File: src/rtl/ysyx_23060061_pkg.sv
// Shared types and constants for the IFU/LSU memory arbiter.
// The YSYX_23060061_ARB_RR_EN macro selects round-robin arbitration in ysyx_23060061_arb_pick.
package ysyx_23060061_pkg;

  localparam int XLEN   = 32;
  localparam int MASK_W = XLEN / 8;

  typedef enum logic [1:0] {
    ST_IDLE  = 2'd0,
    ST_ISSUE = 2'd1,
    ST_WAIT  = 2'd2
  } arb_state_e;

  localparam logic OWNER_IFU = 1'b0;
  localparam logic OWNER_LSU = 1'b1;

  function automatic logic other_owner(input logic owner);
    return (owner == OWNER_IFU) ? OWNER_LSU : OWNER_IFU;
  endfunction

endpackage

File: src/rtl/ysyx_23060061_arb_pick.sv
// Combinational winner selection between IFU and LSU requesters.
// YSYX_23060061_ARB_RR_EN: contention goes to the requester that did not win last; otherwise LSU wins.
module ysyx_23060061_arb_pick
  import ysyx_23060061_pkg::*;
(
  input  logic ifu_valid,
  input  logic lsu_valid,
  input  logic last_owner,
  output logic grant,
  output logic owner
);

  always_comb begin
    grant = ifu_valid | lsu_valid;
    owner = OWNER_IFU;
    if (ifu_valid && lsu_valid) begin
`ifdef YSYX_23060061_ARB_RR_EN
      owner = other_owner(last_owner);
`else
      owner = OWNER_LSU;
`endif
    end else if (lsu_valid) begin
      owner = OWNER_LSU;
    end
  end

`ifndef YSYX_23060061_ARB_RR_EN
  // Fixed priority never consults history; keep the port for a uniform interface.
  logic unused_last_owner;
  assign unused_last_owner = last_owner;
`endif

endmodule

File: src/rtl/ysyx_23060061_mem_arbiter.sv
// Two-requester (IFU read-only, LSU read/write) arbiter onto a single-outstanding memory port.
// Build with YSYX_23060061_ARB_RR_EN for round-robin, default is LSU fixed priority.
module ysyx_23060061_mem_arbiter
  import ysyx_23060061_pkg::*;
(
  input  logic        clk,
  input  logic        rst,

  input  logic        ifu_req_valid,
  output logic        ifu_req_ready,
  input  logic [31:0] ifu_addr,
  output logic        ifu_resp_valid,
  output logic [31:0] ifu_rdata,

  input  logic        lsu_req_valid,
  output logic        lsu_req_ready,
  input  logic [31:0] lsu_addr,
  input  logic        lsu_wen,
  input  logic [31:0] lsu_wdata,
  input  logic [3:0]  lsu_wmask,
  output logic        lsu_resp_valid,
  output logic [31:0] lsu_rdata,

  output logic        mem_req_valid,
  input  logic        mem_req_ready,
  output logic [31:0] mem_addr,
  output logic        mem_wen,
  output logic [31:0] mem_wdata,
  output logic [3:0]  mem_wmask,
  input  logic        mem_resp_valid,
  input  logic [31:0] mem_resp_data
);

  arb_state_e        state_q, state_d;
  logic              owner_q, owner_d;
  logic              last_owner_q, last_owner_d;
  logic [XLEN-1:0]   addr_q, addr_d;
  logic              wen_q, wen_d;
  logic [XLEN-1:0]   wdata_q, wdata_d;
  logic [MASK_W-1:0] wmask_q, wmask_d;

  logic grant, pick_owner;
  logic accept, resp_fire;

  ysyx_23060061_arb_pick u_pick (
    .ifu_valid  (ifu_req_valid),
    .lsu_valid  (lsu_req_valid),
    .last_owner (last_owner_q),
    .grant      (grant),
    .owner      (pick_owner)
  );

  always_comb begin
    state_d      = state_q;
    owner_d      = owner_q;
    last_owner_d = last_owner_q;
    addr_d       = addr_q;
    wen_d        = wen_q;
    wdata_d      = wdata_q;
    wmask_d      = wmask_q;
    accept       = (state_q == ST_IDLE) && grant;
    unique case (state_q)
      ST_IDLE: begin
        if (accept) begin
          state_d      = ST_ISSUE;
          owner_d      = pick_owner;
          last_owner_d = pick_owner;
          if (pick_owner == OWNER_LSU) begin
            addr_d  = lsu_addr;
            wen_d   = lsu_wen;
            wdata_d = lsu_wdata;
            wmask_d = lsu_wmask;
          end else begin
            addr_d  = ifu_addr;
            wen_d   = 1'b0;
            wdata_d = '0;
            wmask_d = '0;
          end
        end
      end
      ST_ISSUE: if (mem_req_ready)  state_d = ST_WAIT;
      ST_WAIT:  if (mem_resp_valid) state_d = ST_IDLE;
      default:  state_d = ST_IDLE;
    endcase
  end

  always_ff @(posedge clk) begin
    if (rst) begin
      state_q      <= ST_IDLE;
      owner_q      <= OWNER_IFU;
      last_owner_q <= OWNER_IFU;
      addr_q       <= '0;
      wen_q        <= 1'b0;
      wdata_q      <= '0;
      wmask_q      <= '0;
    end else begin
      state_q      <= state_d;
      owner_q      <= owner_d;
      last_owner_q <= last_owner_d;
      addr_q       <= addr_d;
      wen_q        <= wen_d;
      wdata_q      <= wdata_d;
      wmask_q      <= wmask_d;
    end
  end

  // Outputs are forced low while rst is high, including the cycle before the first reset edge.
  assign resp_fire      = !rst && (state_q == ST_WAIT) && mem_resp_valid;

  assign ifu_req_ready  = !rst && accept && (pick_owner == OWNER_IFU);
  assign lsu_req_ready  = !rst && accept && (pick_owner == OWNER_LSU);

  assign ifu_resp_valid = resp_fire && (owner_q == OWNER_IFU);
  assign lsu_resp_valid = resp_fire && (owner_q == OWNER_LSU);
  assign ifu_rdata      = ifu_resp_valid ? mem_resp_data : '0;
  assign lsu_rdata      = lsu_resp_valid ? mem_resp_data : '0;

  assign mem_req_valid  = !rst && (state_q == ST_ISSUE);
  assign mem_addr       = rst ? '0   : addr_q;
  assign mem_wen        = rst ? 1'b0 : wen_q;
  assign mem_wdata      = rst ? '0   : wdata_q;
  assign mem_wmask      = rst ? '0   : wmask_q;

endmodule

File: config.mk
export PLATFORM = sky130hd
export DESIGN_NAME = ysyx_23060061_mem_arbiter
export DESIGN_NICKNAME = d
export VERILOG_FILES = /design/src/rtl/ysyx_23060061_pkg.sv /design/src/rtl/ysyx_23060061_arb_pick.sv /design/src/rtl/ysyx_23060061_mem_arbiter.sv
export SDC_FILE = /design/constraint.sdc
export NUM_CORES = 1
export LEC_CHECK = 0
export BUFFER_PORTS_ARGS = -buffer_cell sky130_fd_sc_hd__buf_2
export CAP_MARGIN = 20
export CELL_PAD_IN_SITES_DETAIL_PLACEMENT = 0
export CELL_PAD_IN_SITES_GLOBAL_PLACEMENT = 2
export CORE_UTILIZATION = 21
export CTS_CLUSTER_DIAMETER = 120
export DETAILED_ROUTE_END_ITERATION = 16
export GPL_TIMING_DRIVEN = 0
export HOLD_SLACK_MARGIN = 0.06
export PLACE_DENSITY_LB_ADDON = 0.1
export SYNTH_ARGS = -nofsm -noshare
export SYNTH_HDL_FRONTEND = slang
export SYNTH_SLANG_ARGS = --single-unit
export TNS_END_PERCENT = 30
File: constraint.sdc
create_clock -name clk -period 1.75 [get_ports clk]
set_input_delay 0.0875 -clock clk [delete_from_list [all_inputs] [get_ports clk]]
set_output_delay 0.0875 -clock clk [all_outputs]
set_load 0.005 [all_outputs]
Word level (Yosys, flattened, before mapping). Index checks and enable logic that the tools add are counted.

Register bits: 72. Input port bits: 139. Output and inout bits: 138. Logic and storage cells: 44.

Equality and inequality tests: 5. Multiplexer cells: 16. Bitwise operators: 3. Reductions and logical operators: 14.

Operators by type and width (number): $mux 32 (6); $logic_and 1x1->1 (10); $mux 4 (2); $mux 2 (3); $ne 2x2->1 const B (3); $pmux 2 s3 (1); $mux 1 (4); $reduce_and 3->1 (1); $eq 2x1->1 const B (1); $eq 2x2->1 const B (1); $logic_not 2->1 (1); $not 1->1 (2); $reduce_and 2->1 (1); $logic_not 1->1 (1); $or 1x1->1 (1).

Logic depth before layout (Yosys ltp).
Depth after elaboration: 5. Mapped depth: 7. Depth with buffers taken out: 3.

Hierarchy. Synthesis repeated with hierarchy kept, for this count alone.

Cell total of the unflattened synthesis: 441. Area total of the unflattened synthesis: 4186.5 um^2.

By module, submodules not included: ysyx_23060061_mem_arbiter (times used 1, cells an instance 439, area an instance 4176.5 um^2, seq. area each 1441.4 um^2); ysyx_23060061_arb_pick (times used 1, cells an instance 2, area an instance 10.0 um^2, seq. area each 0.0 um^2).

Least setup slack after synthesis. No wires, ideal clock.

Kind: reg-to-reg. From: register state_q[1]. To: register wdata_q[24]. Library setup time: 0.117 ns. Arrival: 1.252 ns. Required time: 1.633 ns. Slack: 0.381 ns. Stages on the path, launching flop included: 6. Path buffers: 2. Period minus slack after synthesis: 1.369 ns. Cell sequence: dfxtp_1 > nor2_1 > nand2_1 > buf_4 > buf_4 > a22o_1.

Cells in the longest elaborated chain, start to end: 3.

RTL lines: from (decl) (line ysyx_23060061_mem_arbiter.sv:34) `arb_state_e state_q, state_d;`; from (signal assigned) (line ysyx_23060061_mem_arbiter.sv:97) `state_q <= state_d;`; $logic_not 2->1 *; $logic_and 1x1->1 (line ysyx_23060061_mem_arbiter.sv:61) `accept = (state_q == ST_IDLE) && grant;`; $reduce_and 2->1 (no source line) *; to (signal assigned) (line ysyx_23060061_mem_arbiter.sv:102) `wdata_q <= wdata_d;`; to (decl) (line ysyx_23060061_mem_arbiter.sv:39) `logic [XLEN-1:0] wdata_q, wdata_d;`.

Mark *: on every way between the ends. The rest lies on a longest branch, timed or not. A chain may end at the register's enable or synchronous reset.

Final worst setup path.
From: register state_q[0]. To: output lsu_rdata[13].

Cells in the longest elaborated chain, start to end: 5.

RTL lines: $eq 2x2->1 (line ysyx_23060061_mem_arbiter.sv:108) `assign resp_fire = !rst && (state_q == ST_WAIT) && mem_resp_valid;`; $logic_and 1x1->1 (2 in a row) (line ysyx_23060061_mem_arbiter.sv:108); $logic_and 1x1->1 (line ysyx_23060061_mem_arbiter.sv:114) `assign lsu_resp_valid = resp_fire && (owner_q == OWNER_LSU);`; $mux 32 (line ysyx_23060061_mem_arbiter.sv:116) `assign lsu_rdata = lsu_resp_valid ? mem_resp_data : '0;`; to (decl) (line ysyx_23060061_mem_arbiter.sv:22) `output logic [31:0] lsu_rdata,`.

Every way passes these cells.

==> impl_metrics.tcl <==
set metrics [dict create \
    crit_required_ps 1660 \
    fmax_mhz 600 \
    insertion_delay_ps 340 \
    grt_max_degree 13 \
    status "complete, no violations" \
    reg2regPathDepth 5 \
    cts_sinks 72 \
    crit_slowest_cell "dfxtp_4" \
    synth_edf_count 0 \
    p_leak_nw 3.19 \
    ys_types 25 \
    post-route-period-util 0.953 \
    port_buffers 274 \
    nets 862 \
    cts.path.max_buffers 2 \
    synth-seq-cells 72 \
    root_buffer "clkbuf_16" \
    fin_setup_tns_ps 0 \
    tritoncts "yes" \
    path_class "flip-flop to output pin" \
    synth_area_leaders "dfxtp_1 38%, nor2b_1 11%, and2_1 11%, a211oi_2 9.9%, a22o_1 8.8%" \
    max_stage_delay_ps 380 \
    crit_start "state_q[0]" \
    synth_most_common_cell "dfxtp_1" \
    setup_violations 0 \
    die-area_um2 18600 \
    core-area_um2 17500 \
    grt_util_met2 0.285 \
    initial_core_util 0.217 \
    pwr-share-seq 0.377 \
    grt.met1_usage 0.172 \
    ys.warnings.count 0 \
    num_vias 4091 \
    die_w_um 136 \
    hold_viol_final 0 \
    overflow 0 \
    power_density_nw_per_um2 798 \
    synth_area_leader_cell "dfxtp_1" \
    antennaDiodeCount 0 \
    cts_made_buffers 9 \
    r2r-start "state_q[0]" \
    post-place-ws_ps -115 \
    cp_cell_sequence "nor2_2 > and4_4 > clkbuf_4 > and2_1 > buf_2" \
    h-tree-depth 3 \
    crit_path_max_fanout 10 \
    placed_cells 896 \
    synth_commonest_cells "72 x dfxtp_1, 69 x nor2b_1, 64 x and2_1" \
    pin_count 277 \
    ant_nets 0 \
    grt_pass1_vias 3965 \
    wire_per_inst_um 15.3 \
    drive_gt1_frac 0.484 \
    p_sw_mw 1.34 \
    top_usage_layer "met2" \
    rsz0062_at_grt "yes" \
    ys_seq_area_frac 0.380 \
    maxCapViolCount 0 \
    arrival_ps 1580 \
    num_rows 48 \
    min_path_cells 3 \
    tightest_slew_ps 758 \
    hp-class "input pin to flip-flop" \
    r2r_slack_ps 240 \
    p_clk_frac 0.392 \
    use_met3 0.0369 \
    first_iter_violations 64 \
    hpwlAfterDp_um 11400 \
    avgViaCountPerCell 4.29 \
    start_kind "flip-flop" \
    avgSynthCellArea_um2 9.56 \
    grt_first_pass_wirelength_um 21600 \
    yosysTopAreaCellShare 0.380 \
    die_h_um 136 \
    grt_usage 0.156 \
    gp_congestion 0.745 \
    clk_pin_slew_ps 60 \
    dr.pass1.iters 4 \
    internal-power_mw 3.64 \
    worstHoldStart "ifu_addr[8]" \
    utilization 0.357 \
    fin_crit_ps 1670 \
    drc 0 \
    slew_headroom 0.495 \
    routed_wl_um 14600 \
    cp-end-kind "output pin" \
    drv_slew 0 \
    p_total_mw 4.98 \
    area_delta_synth_final_pct 64.6 \
    synthFlopType "dfxtp_1" \
    layout.cells.non_filler 953 \
    antenna_found_initial 0 \
    synth_nets 536 \
    max-vdd-ir-drop_mv 0.449 \
    synth_cells 397 \
    synthArstFlopShare 0 \
    switching_share 0.270 \
    setup_slack_ps 82.3 \
    synth_area_um2 3790 \
    p_comb_frac 0.231 \
    fin_worst_skew_ps 5.49 \
]
==> logic make-up (layout without fill, tap and decap cells) <==
logic type      Yosys count  count (layout)  synth area share
mux                      32              32            0.0844
buf+inv                  43             374            0.0584
compound gates          104             104             0.236
flops                    72              72             0.380
simple gates            146             146             0.241
==> routing by layer <==
| metal | share of wire | vias to the layer above |
|---|---|---|
| met4 | 0.017 | 0 |
| li1 | - | 2034 |
| met5 | 0 | - |
| met2 | 0.52 | 166 |
| met3 | 0.074 | 15 |
| met1 | 0.39 | 1876 |
==> critical path: cells and delay by family (launching register included) <==
kind | cells | cell delay [ps]
buffers and inverters | 2 | 320
DFF | 1 | 380
and+or+nand+nor | 3 | 550
==> flip-flops by register name, indices dropped and copies added (netlist names) <==
name / flops
wen_q: 1
owner_q: 1
state_q: 2
wmask_q: 4
wdata_q: 32
addr_q: 32
==> through the flow <==
stage	hold WS, ps	area [um2]
after floorplan	213	3790
after global placement	298	5450
after detailed placement	300	5450
after CTS	115	6200
after global routing	127	6240
final	130	6240
==> cells in the final DEF (no fill, tap or decap), types with 2 or more instances in the layout <==
master / Yosys / final
a211oi_2: 30 / 30
bufinv_16: 0 / 2
clkbuf_16: 0 / 9
and2_1: 64 / 64
a21oi_1: 33 / 33
a22o_1: 38 / 38
dfxtp_1: 72 / 70
clkbuf_4: 0 / 2
dlygate4sd3_1: 0 / 40
a211oi_1: 2 / 2
buf_2: 9 / 284
mux2i_1: 32 / 32
clkbuf_1: 22 / 18
inv_1: 2 / 2
buf_6: 5 / 9
nor2b_1: 69 / 69
buf_4: 3 / 3
buf_1: 2 / 2
==> power by group through the flow <==
stage	clock network, mW	logic (mW)	registers (mW)
2_1_floorplan	0	0.648	1.89
3_3_place_gp	0	1.06	1.90
3_5_place_dp	0	1.07	1.90
4_1_cts	2.03	1.16	1.87
5_1_grt	2.11	1.27	1.89
6_report	1.96	1.15	1.88
==> path summary, 6_finish.rpt <==
| path | end |
|---|---|
| worst min register to register | owner_q |
| worst min-delay path | addr_q[8] |
| worst max register to register | addr_q[14] |
| worst max-delay path | lsu_rdata[13] |
==> area by class of cell <==
type,instances,area [um2]
repair buffers,315,1780
multi-input cells,282,2170
flip-flops and latches,72,1450
fillers,1855,11200
well taps,225,282
plain buffers,41,249
clock inverters,5,81.3
clock buffers,11,233
inverters,2,7.51
==> what timing repair did <==
action | 4_1_cts | 5_1_grt
pin swaps | 1 | 1
setup buffers | 1 | 0
hold buffers | 40 | 0
hold endpoints to repair | 39 | 0
endpoints found under the setup margin | 91 | 75
resized for setup | 16 | 19
Power figures use the tool's default switching activity.
